### src/rtl/pc_fetch.sv
// Program counter and sequential instruction fetch for miniRV, buffering {pc, inst} in a 2-entry queue.
// Single outstanding request; an entry is visible the cycle after its response, and fetch stalls while the queue is full.
module pc_fetch #(
  parameter logic [31:0] RESET_PC = 32'h0000_0000
) (
  input  logic        clk_i,
  input  logic        rst_i,
  input  logic [31:0] npc_i,
  input  logic        redirect_i,
  input  logic        advance_i,
  output logic        imem_req_o,
  output logic [31:0] imem_addr_o,
  input  logic        imem_rvalid_i,
  input  logic [31:0] imem_rdata_i,
  output logic        inst_valid_o,
  output logic [31:0] pc_o,
  output logic [31:0] inst_o
);

  typedef enum logic [1:0] {S_IDLE, S_WAIT, S_DISCARD} state_e;

  state_e      state_q, state_d;
  logic [31:0] fetch_pc_q, fetch_pc_d;
  logic [31:0] req_pc_q, req_pc_d;
  logic [1:0]  count_q, count_d;
  logic        wr_ptr_q, wr_ptr_d;
  logic        rd_ptr_q, rd_ptr_d;
  logic [31:0] pc_buf_q [2];
  logic [31:0] pc_buf_d [2];
  logic [31:0] inst_buf_q [2];
  logic [31:0] inst_buf_d [2];

  logic req, push, pop;
  logic unused_npc;

  assign unused_npc = ^npc_i[1:0];

  // Reset gates the request so the port reads 0 while rst_i is held.
  assign req  = !rst_i && (state_q == S_IDLE) && (count_q < 2'd2) && !redirect_i;
  assign push = (state_q == S_WAIT) && imem_rvalid_i && !redirect_i;
  assign pop  = advance_i && (count_q != 2'd0) && !redirect_i;

  assign imem_req_o   = req;
  assign imem_addr_o  = fetch_pc_q;
  assign inst_valid_o = (count_q != 2'd0);
  assign pc_o         = inst_valid_o ? pc_buf_q[rd_ptr_q] : 32'h0;
  assign inst_o       = inst_valid_o ? inst_buf_q[rd_ptr_q] : 32'h0;

  always_comb begin
    state_d    = state_q;
    fetch_pc_d = fetch_pc_q;
    req_pc_d   = req_pc_q;
    count_d    = count_q;
    wr_ptr_d   = wr_ptr_q;
    rd_ptr_d   = rd_ptr_q;
    pc_buf_d   = pc_buf_q;
    inst_buf_d = inst_buf_q;

    case (state_q)
      S_IDLE:    if (req) state_d = S_WAIT;
      S_WAIT: begin
        if (imem_rvalid_i)   state_d = S_IDLE;
        else if (redirect_i) state_d = S_DISCARD;
      end
      S_DISCARD: if (imem_rvalid_i) state_d = S_IDLE;
      default:   state_d = S_IDLE;
    endcase

    if (req) begin
      req_pc_d   = fetch_pc_q;
      fetch_pc_d = fetch_pc_q + 32'd4;
    end

    if (redirect_i) begin
      // Realign both pointers on flush so the next push lands at the head.
      fetch_pc_d = {npc_i[31:2], 2'b00};
      count_d    = 2'd0;
      wr_ptr_d   = 1'b0;
      rd_ptr_d   = 1'b0;
    end else begin
      if (push) begin
        pc_buf_d[wr_ptr_q]   = req_pc_q;
        inst_buf_d[wr_ptr_q] = imem_rdata_i;
        wr_ptr_d             = ~wr_ptr_q;
      end
      if (pop) rd_ptr_d = ~rd_ptr_q;
      count_d = count_q + {1'b0, push} - {1'b0, pop};
    end
  end

  always_ff @(posedge clk_i or posedge rst_i) begin
    if (rst_i) begin
      state_q       <= S_IDLE;
      fetch_pc_q    <= RESET_PC;
      req_pc_q      <= 32'h0;
      count_q       <= 2'd0;
      wr_ptr_q      <= 1'b0;
      rd_ptr_q      <= 1'b0;
      pc_buf_q[0]   <= 32'h0;
      pc_buf_q[1]   <= 32'h0;
      inst_buf_q[0] <= 32'h0;
      inst_buf_q[1] <= 32'h0;
    end else begin
      state_q    <= state_d;
      fetch_pc_q <= fetch_pc_d;
      req_pc_q   <= req_pc_d;
      count_q    <= count_d;
      wr_ptr_q   <= wr_ptr_d;
      rd_ptr_q   <= rd_ptr_d;
      pc_buf_q   <= pc_buf_d;
      inst_buf_q <= inst_buf_d;
    end
  end

endmodule

### config.mk
export PLATFORM = sky130hd
export DESIGN_NAME = pc_fetch
export DESIGN_NICKNAME = d
export VERILOG_FILES = /design/src/rtl/pc_fetch.sv
export SDC_FILE = /design/constraint.sdc
export NUM_CORES = 1
export LEC_CHECK = 0
export ABC_AREA = 0
export CAP_MARGIN = 25
export CELL_PAD_IN_SITES_DETAIL_PLACEMENT = 1
export CELL_PAD_IN_SITES_GLOBAL_PLACEMENT = 1
export CORE_ASPECT_RATIO = 1.25
export CORE_MARGIN = 2
export CORE_UTILIZATION = 30
export DETAILED_ROUTE_END_ITERATION = 8
export GPL_TIMING_DRIVEN = 0
export PLACE_DENSITY_LB_ADDON = 0.1
export SLEW_MARGIN = 15
export SYNTH_ARGS = -nofsm -noshare
export SYNTH_HDL_FRONTEND = slang
export SYNTH_SLANG_ARGS = --single-unit
### constraint.sdc
create_clock -name clk_i -period 6.1 [get_ports clk_i]
set_input_delay 0.915 -clock clk_i [delete_from_list [all_inputs] [get_ports clk_i]]
set_output_delay 0.915 -clock clk_i [all_outputs]
set_load 0.02 [all_outputs]
==> key figures, run 1 <==
Die
  • Initial Util: a little under a third
  • Core area: approximately 28000 µm²
  • Die W: between 150 and 200 µm
  • Row cnt: a little under 70
  • Die height: 194.3 µm
  • Total die area: 30360 µm²
  • IO Count: 167

Power and ir drop
  • Total power: ~3.7 mW
  • LEAKAGE: roughly 4.7 nW
  • Cell Pwr Density: between 300 and 400 nW/µm²
  • VDD IR max: between 150 and 200 µV

Critical path
  • Arrival time at the worst endpoint: roughly 3300 ps
  • CP most frequent cell: clkdlybuf4s50_1
  • Largest delay share family, worst path: buffers and inverters
  • Critical path class: in2out
  • Crit end category: output pin
  • Worst Path Max Fanout: 10
  • Slowest CP cell: clkdlybuf4s50_1
  • Startpoint class of the critical path: primary input
  • Buf+Inv Stages, Crit Path: 3
  • CP cell instances: clkdlybuf4s50_1 > or4_1 > nor2_1 > buf_2 > clkdlybuf4s50_1
  • Required time worst endpoint: around 5200 ps
  • Max stage delay on crit path: about 670 ps

STA
  • Skew final: approximately 11 ps
  • Hold Worst Slack: slightly above 500 ps
  • Final Hold Vio Count: 0
  • RSZ-0062 raised after global routing: false
  • Actual slew at the worst max-slew pin: 1006 ps
  • Slew HR: 32.92%
  • Fmax: 238.8 MHz
  • Final Critical Period: 4188 ps
  • Endpoints failing setup: 0
  • Count of pins over their slew limit: 0
  • Period utilization: between 60 and 70%

Cells and area
  • Reg area: about 4800 µm²
  • Layout cell share with drive strength beyond 1: around a quarter
  • Area Growth Syn to Fin: 30.41%
  • Fillcell total: around 3000
  • Antenna cells: 0
  • Area of the multi-input gates: between 3000 and 4000 µm²
  • Layout Nets: 956

Drt
  • Initial DRC Count: between 150 and 200
  • Vias: 6258
  • Routed Antenna Nets: 0
  • DR vias/cell: 5.006
  • DRC: 0
  • Drt total wl: 25520 µm
  • Routed wire per std cell: slightly above 20 µm
  • 1st-pass router iterations: 4

Logic synthesis
  • Most frequent cell after synthesis: dfrtp_1
  • Share of the synthesized area in the top cell type: 54.69%
  • Synth top area cells: dfrtp_1 55%, mux2_2 20%, mux2i_1 7.3%
  • Syn avg cell area: 12.42 µm²
  • Synth async-reset ratio: 100.0%
  • Post-synthesis mux area share: between 20% and 30%
  • Synth cell count leaders: 190 x dfrtp_1, 154 x mux2_2, 82 x nor2_1
  • Synth Area in Adders: less than 1%
  • Yosys cell types: 37
  • Syn Inst Count: 700
  • Synth Area in Compound Gates: roughly 3.7%
  • Cell Area, Synth: 8693 µm²
  • Prevailing post-synth register cell: dfrtp_1
  • Synth Area in XOR/XNOR: 1.410%
  • Post-synthesis sequential area ratio: a little over half
  • Largest family of logic cells by synthesized area: multiplexers
  • EDFF count, synth: 0
  • Syn. warnings: 0
  • Flops & latches, synth: 190
  • Post-Synth Simple-Gate Area: approximately a tenth
  • Cell taking the most area after synthesis: dfrtp_1

Clock tree
  • CTS tree: yes
  • Clock sink count: 190
  • Root Driver: clkbuf_16
  • # Post-CTS Setup Buffers: 0
  • Clk buf depth: 2
  • TritonCTS buffer count: 17
  • Post-CTS Hold Buffers: 0
  • Clock Latency Late Sink: approximately 440 ps
  • Post_cts resized: 0
  • H-tree levels: 4
  • Clock slew at reported path FFs: approximately 60 ps

Global route
  • Overflow after GRT: 0
  • Most used routing layer in global routing: met2
  • Largest net degree at the start of global routing: 104
  • Met1 usage: 21.75%
  • GR Layer Usage met3: 2.876%
  • Met2 usage: 30.43%
  • Number of global-route vias before repair: ~7000
  • Initial antenna violation count: 1
  • First-pass GRT wire length: 40630 µm
  • GRT Overall Usage: 17.30%

Outcome
  • Status: complete, no violations

Placed design
  • Final GP Congestion: between 0.7 and 0.8
  • Hpwl dp: approximately 18000 µm
  • # port buffers: 160

Job
  • Max-cap violation count: 0

Min path
  • HP Class: reg2reg
placed cells by master (no fill, tap or decap), types with 11 or more instances in the layout:
cell,instances
buf_2,15
a31oi_1,11
clkdlybuf4s50_1,160
clkbuf_1,29
nand3_1,11
nor2_1,82
clkbuf_16,17
or4_1,13
mux2i_1,63
xor2_1,12
mux2_2,154
nand4_1,16
nand2_1,25
dfrtp_1,190
o21ai_0,13
power breakdown:
part	internal (mW)	switching, mW
clock	0.568	0.484
sequential	1.58	0.203
combinational	0.467	0.377
total	2.61	1.06
worst reg2reg max path, stage by stage, from the launching register on:
cell and delay, ps:
dfrtp_1 430, and2b_1 290, nand3_1 120, nor2_1 590, buf_2 440, mux2_2 390
layout make-up:
type / instances / share of cell area [%]
clock inverters: 10 / 0.8277
multi-input cells: 460 / 32.79
clock buffers: 20 / 3.940
flip-flops and latches: 190 / 41.94
inverters: 5 / 0.2318
repair buffers: 162 / 14.47
plain buffers: 48 / 1.887
well taps: 355 / 3.918
cells by family (layout without fill, tap and decap cells):
family,Yosys count,count (layout)
other,1,4
AND/OR/NAND/NOR,174,174
multiplexers,217,217
flip-flops,190,190
AO/OA/AOI/OAI,48,48
adder cells (fa/ha/maj),3,3
buffers and inverters,53,245
XOR/XNOR,14,14
registers in the layout, indices dropped and copies added (netlist names):
register and cells:
req_pc_q 30, imem_addr_o 30, pc_buf_q 60, wr_ptr_q 1, count_q 2, inst_buf_q 64, state_q 2, rd_ptr_q 1
metrics by stage:
stage / TNS [ps] / cells / util (%) / area, µm² / worst slack (ps)
2_1_floorplan: 0 / 703 / - / 8705 / 14.51
3_3_place_gp: -456500 / 1218 / 37.73 / 10750 / -2416
3_5_place_dp: 0 / 1220 / 37.90 / 10800 / 1886
4_1_cts: 0 / 1250 / 39.79 / 11340 / 1873
5_1_grt: 0 / 1250 / 39.79 / 11340 / 1792
6_report: 0 / 1250 / 39.79 / 11340 / 1912
routing by layer:
metal | vias up | share of wire [%]
li1 | 2851 | -
met1 | 3236 | 43
met2 | 142 | 52
met4 | 2 | 1.4
met5 | - | 0.047
met3 | 27 | 3.4
path summary, 6_finish.rpt:
check | startpoint | to | slack, ps | cells past startpoint
hold reg to reg | inst_buf_q[49]$_DFFE_PP0P_ | inst_buf_q[49]$_DFFE_PP0P_ | 510 | 1
setup reg to reg | state_q[1]$_DFFE_PP0P_ | pc_buf_q[44]$_DFFE_PP0P_ | 3740 | 5
min in group asynchronous | rst_i | count_q[0]$_DFF_PP0_ | 1070 | 2
setup / recovery | rst_i | imem_req_o | 1910 | 5
max in group asynchronous | rst_i | inst_buf_q[4]$_DFFE_PP0P_ | 4110 | 3
hold / removal | inst_buf_q[49]$_DFFE_PP0P_ | inst_buf_q[49]$_DFFE_PP0P_ | 510 | 1
Note: power is estimated with default switching activity, not from simulation.
==> run 2, diff against run 1 <==
clock period = 4.3 ns   (was 6.1 ns; I/O delays follow)
==> run 2 against run 1 <==
Net effect:
- cell count increased by 0.40%
- clock skew increased by 1.3 ps
- clock power increased by 50%
- die area unchanged
- total power increased by 44%
- via count increased by 0.40%
- critical path type is now reg2out
- largest cell class unchanged
- largest power group unchanged
- highest routed layer is now met4
==> key figures, run 2 (synthesized netlist as in run 1, its figures left out) <==
Outcome
  • Status: complete, no violations

Placed design
  • Final GP Congestion: approximately 0.75
  • Placed Area: between 10000 and 15000 µm²
  • Placed insts: 1225
  • # port buffers: 160
  • Hpwl dp: approximately 19000 µm

Drt
  • DR vias/cell: ~5
  • Routed wire per std cell: 20.39 µm
  • DRC: 0
  • Routed Antenna Nets: 0
  • Initial DRC Count: between 150 and 200
  • Vias: between 6000 and 7000
  • 1st-pass router iterations: 4
  • Drt total wl: about 26000 µm

Critical path
  • CP most frequent cell: clkbuf_1
  • CP cell instances: clkbuf_1 > clkbuf_1 > mux2i_1 > nor2_1 > clkdlybuf4s50_1
  • Startpoint class of the critical path: flop
  • Required time worst endpoint: 3650 ps
  • Max stage delay on crit path: about 800 ps
  • Slowest CP cell: clkbuf_1
  • Critical path class: reg2out
  • Worst Path Max Fanout: 10
  • Crit end category: output pin
  • Arrival time at the worst endpoint: about 3100 ps

Clock tree
  • Post-CTS Hold Buffers: 0
  • Root Driver: clkbuf_16
  • TritonCTS buffer count: 17
  • H-tree levels: 4
  • Clock slew at reported path FFs: approximately 70 ps
  • Post_cts resized: 0
  • Clock Latency Late Sink: 440 ps
  • Clk buf depth: 2
  • Clock sink count: 190
  • # Post-CTS Setup Buffers: 0
  • CTS tree: yes

Die
  • IO Count: roughly 170
  • Initial Util: 30.51%
  • Total die area: 30360 µm²
  • Core area: between 20000 and 30000 µm²
  • Die height: about 190 µm
  • Die W: about 160 µm
  • Row cnt: 69

Cells and area
  • Layout cell share with drive strength beyond 1: between 20% and 30%
  • Most frequent cells in the layout: 190 x dfrtp_1, 160 x clkdlybuf4s50_1, 154 x mux2_2, 82 x nor2_1, 63 x mux2i_1
  • Most flop-heavy register: inst_buf_q
  • Reg area: 4755 µm²
  • Post-route insts no fill: ~1300
  • Largest regs: inst_buf_q: 64 flops, pc_buf_q: 60 flops
  • Area Growth Syn to Fin: 31.78%
  • Fillcell total: roughly 3000
  • Commonest non-fill, non-tap cell in the layout: dfrtp_1
  • Area of the multi-input gates: 3717 µm²
  • Layout Nets: between 900 and 1000
  • Max reg flops: between 60 and 70
  • Post-layout util: about two fifths
  • Final Cell Area: 11460 µm²
  • Antenna cells: 0

STA
  • Actual slew at the worst max-slew pin: 981.5 ps
  • Final Critical Period: between 3000 and 4000 ps
  • Skew final: 12.70 ps
  • Count of pins over their slew limit: 0
  • Final Hold Vio Count: 0
  • RSZ-0062 raised after global routing: false
  • Period utilization: ~87%
  • Slew HR: roughly a third
  • Fmax: around 270 MHz
  • Endpoints failing setup: 0

Power and ir drop
  • Comb pwr share: a little under a quarter
  • LEAKAGE: 4.726 nW
  • Internal: roughly 3.8 mW
  • NetSw: 1.507 mW
  • Cell Pwr Density: about 460 nW/µm²
  • Clock network power share: 29.7%
  • VDD IR max: 247.5 µV
  • Switching share of power: between 20 and 30%
  • Flop pwr share: between 40 and 50%

Global route
  • Initial antenna violation count: 0
  • Number of global-route vias before repair: 7059
  • Overflow after GRT: 0
  • First-pass GRT wire length: a little over 40000 µm
  • Largest net degree at the start of global routing: 37
  • GRT Overall Usage: ~17%

Job
  • Max-cap violation count: 0

Min path
  • HP Class: reg2reg
[run 2: cell types whose count changed in the layout (fill, tap and decap cells not counted), sizes merged]
cell | previous run | this run
buf | 23 | 28
bufinv | 1 | 2
clkinvlp | 3 | 2
inv | 5 | 6
clkinv | 6 | 5
[run 2: layer usage]
layer / vias up / wire, µm / global-route usage, %
met5: - / 0 / 0
met4: 0 / 545 / 6.388
met3: 31 / 1027 / 3.612
met2: 156 / 13380 / 30.46
met1: 3233 / 10630 / 20.93
li1: 2863 / - / -
[run 2: metrics by stage]
stage / total power [mW] / setup WS (ps) / setup TNS, ps / hold WS [ps]
after floorplan: 3.267 / 1207 / 0 / 479.2
after global placement: 3.681 / -340.5 / -63200 / 486.4
after global routing: 5.622 / 357.9 / 0 / 518.2
after detailed placement: 3.784 / 462.4 / 0 / 495.1
after CTS: 5.389 / 452.7 / 0 / 509.7
final: 5.295 / 547.9 / 0 / 505.2
[run 2: layout make-up]
type                    instances  area share (%)
plain buffers                  48           1.868
clock buffers                  20           3.986
clock inverters                10          0.9939
multi-input cells             460           32.45
inverters                       5          0.1966
repair buffers                167           15.13
flip-flops and latches        190           41.50
well taps                     355           3.877
[run 2: final timing paths]
| kind | from | end | slack, ps | cells after the start |
|---|---|---|---|---|
| setup / recovery | rd_ptr_q$_DFFE_PP0P_ | pc_o[18] | 550 | 5 |
| hold / removal | inst_buf_q[33]$_DFFE_PP0P_ | inst_buf_q[33]$_DFFE_PP0P_ | 510 | 1 |
| setup reg to reg | state_q[1]$_DFFE_PP0P_ | pc_buf_q[43]$_DFFE_PP0P_ | 1800 | 5 |
| hold reg to reg | inst_buf_q[33]$_DFFE_PP0P_ | inst_buf_q[33]$_DFFE_PP0P_ | 510 | 1 |
| max in group asynchronous | rst_i | pc_buf_q[60]$_DFFE_PP0P_ | 2710 | 4 |
| min in group asynchronous | rst_i | state_q[1]$_DFFE_PP0P_ | 790 | 2 |
[run 2: worst max-delay path, delay by kind of cell, from the launching register on]
kind                   cells  cell delay (ps)
buffers and inverters      3             1980
DFF                        1              320
muxes                      1              180
and+or+nand+nor            1              180
[run 2: power by group through the flow]
stage,logic (mW),clock network [mW],registers (mW)
2_1_floorplan,0.779,0,2.49
3_3_place_gp,1.16,0,2.52
3_5_place_dp,1.23,0,2.56
4_1_cts,1.23,1.63,2.52
5_1_grt,1.32,1.71,2.59
6_report,1.20,1.57,2.52
==> run 3, diff against run 2 <==
GPL_TIMING_DRIVEN = default   (was 0)
RECOVER_POWER = 100   (was default)
==> run 3 against run 2 <==
Net effect:
- the flow now finishes with violations (capacitance limit, slew limit)
- total power is 2.5% lower
- utilization is 0.80 points lower
- routed wire length is 4.7% lower
- global-route usage is 0.74 points lower
- maximum frequency is 2.6% higher
- via count is 2.7% lower
- sequential share of layout area is 0.85 points higher
- clock power is 5% lower
- highest routed layer is now met5
==> key figures, run 3 (synthesized netlist as in run 1, its figures left out) <==
STA
  • Hold Worst Slack: approximately 500 ps
  • Count of pins over their slew limit: between 200 and 250
  • Actual slew at the worst max-slew pin: about 2300 ps
  • Fmax: ~270 MHz
  • Final Hold Vio Count: 0
  • Endpoints failing setup: 0
  • Period utilization: 85.02%
  • Skew final: 8.565 ps
  • RSZ-0062 raised after global routing: false
  • Slew HR: -50.15%
  • Setup tns final: 0 ps
  • Final Critical Period: approximately 3700 ps

Die
  • Total die area: around 30000 µm²
  • Core area: ~28000 µm²
  • IO Count: between 150 and 200
  • Die W: roughly 160 µm
  • Initial Util: a little under a third
  • Row cnt: between 60 and 70
  • Die height: 194.3 µm

Cells and area
  • Largest regs: inst_buf_q: 64 flops, pc_buf_q: 60 flops
  • Commonest non-fill, non-tap cell in the layout: dfrtp_1
  • Most frequent cells in the layout: 189 x dfrtp_1, 154 x mux2_2, 84 x dlygate4sd3_1, 80 x nor2_1, 75 x clkdlybuf4s50_1
  • Antenna cells: 0
  • Most flop-heavy register: inst_buf_q
  • Layout cell share with drive strength beyond 1: a little under a quarter
  • Area Growth Syn to Fin: 29.16%
  • Fillcell total: ~3000
  • Max reg flops: between 60 and 70
  • Final Cell Area: roughly 11000 µm²
  • Layout Nets: a little over 900
  • Post-layout util: between 30% and 40%
  • Post-route insts no fill: 1218

Clock tree
  • Clk buf depth: 2
  • CTS tree: yes
  • Clock sink count: 190
  • TritonCTS buffer count: 17
  • H-tree levels: 4
  • # Post-CTS Setup Buffers: 0
  • Post-CTS Hold Buffers: 0
  • Clock Latency Late Sink: about 430 ps
  • Post_cts resized: 0
  • Root Driver: clkbuf_16
  • Clock slew at reported path FFs: 70 ps

Drt
  • DR vias/cell: 5.017
  • Initial DRC Count: 136
  • 1st-pass router iterations: 4
  • DRC: 0
  • Routed wire per std cell: approximately 20 µm
  • Vias: just over 6000
  • Routed Antenna Nets: 0
  • Drt total wl: ~24000 µm

Placed design
  • Hpwl dp: about 17000 µm
  • Placed Area: 10740 µm²
  • Placed insts: 1186
  • # port buffers: 160
  • Final GP Congestion: 0.7609

Critical path
  • Worst Path Max Fanout: 40
  • Required time worst endpoint: between 3000 and 4000 ps
  • Arrival time at the worst endpoint: ~3000 ps
  • Critical path class: reg2out
  • Startpoint class of the critical path: flop
  • Crit end category: output pin

Global route
  • GRT Overall Usage: 16.65%
  • Largest net degree at the start of global routing: 63
  • Initial antenna violation count: 1
  • Number of global-route vias before repair: just under 7000
  • First-pass GRT wire length: just under 40000 µm
  • Overflow after GRT: 0

Min path
  • HP Class: reg2reg

Power and ir drop
  • LEAKAGE: about 4.8 nW
  • VDD IR max: about 230 µV
  • Cell Pwr Density: between 400 and 500 nW/µm²

Outcome
  • Failing checks: capacitance limit, slew limit
  • Status: finished, violations left

Job
  • Max-cap violation count: 6
==> run 3: worst max-delay path: stages, from the launching register on <==
cell and delay (ps):
dfrtp_2 1280, buf_12 290, mux2i_1 270, nor2_1 70, dlygate4sd3_1 660
==> run 3: area by class of cell <==
| cell class | count | area [µm²] | area share [%] |
|---|---|---|---|
| clock buffer | 21 | 470.5 | 4.190 |
| clock inverter | 11 | 86.33 | 0.7689 |
| inverter | 5 | 20.02 | 0.1783 |
| multi-input combinational | 460 | 3732 | 33.24 |
| sequential | 190 | 4756 | 42.36 |
| tap | 355 | 444.2 | 3.956 |
| timing repair buffer | 176 | 1719 | 15.31 |
==> run 3: final timing paths <==
kind                                                 start                          end  slack [ps]  depth (start not counted)
worst min-delay path            inst_buf_q[40]$_DFFE_PP0P_   inst_buf_q[40]$_DFFE_PP0P_         510                          1
worst max-delay path                  rd_ptr_q$_DFFE_PP0P_                     pc_o[17]         640                          4
min in group asynchronous                            rst_i       state_q[1]$_DFFE_PP0P_         830                          2
worst min register to register  inst_buf_q[40]$_DFFE_PP0P_   inst_buf_q[40]$_DFFE_PP0P_         510                          1
worst max register to register        count_q[1]$_DFF_PP0_     req_pc_q[24]$_DFFE_PP0P_         890                          4
max in group asynchronous                            rst_i  imem_addr_o[29]$_DFFE_PP0P_        1190                          4
==> run 3: layer usage <==
metal	track usage [%]	up-vias	part of all wire [%]
met5	0	-	0.053
met4	4.859	2	1.4
met3	3.701	21	3.8
met2	29.43	127	52
met1	20.17	3169	42
li1	-	2792	-
==> run 3: report_power, final <==
| part | total (mW) | internal [mW] | leakage (nW) | switching, mW |
|---|---|---|---|---|
| sequential | 2.53 | 2.23 | 2.38 | 0.301 |
| combinational | 1.14 | 0.636 | 2.13 | 0.501 |
| clock | 1.49 | 0.792 | 0.270 | 0.700 |
==> run 3: through the flow <==
step,setup slack (ps),power (mW)
5_1_grt,469.4,5.489
4_1_cts,952.6,5.302
3_5_place_dp,674.8,3.767
3_3_place_gp,868.8,3.668
2_1_floorplan,1207,3.267
6_report,643.9,5.164
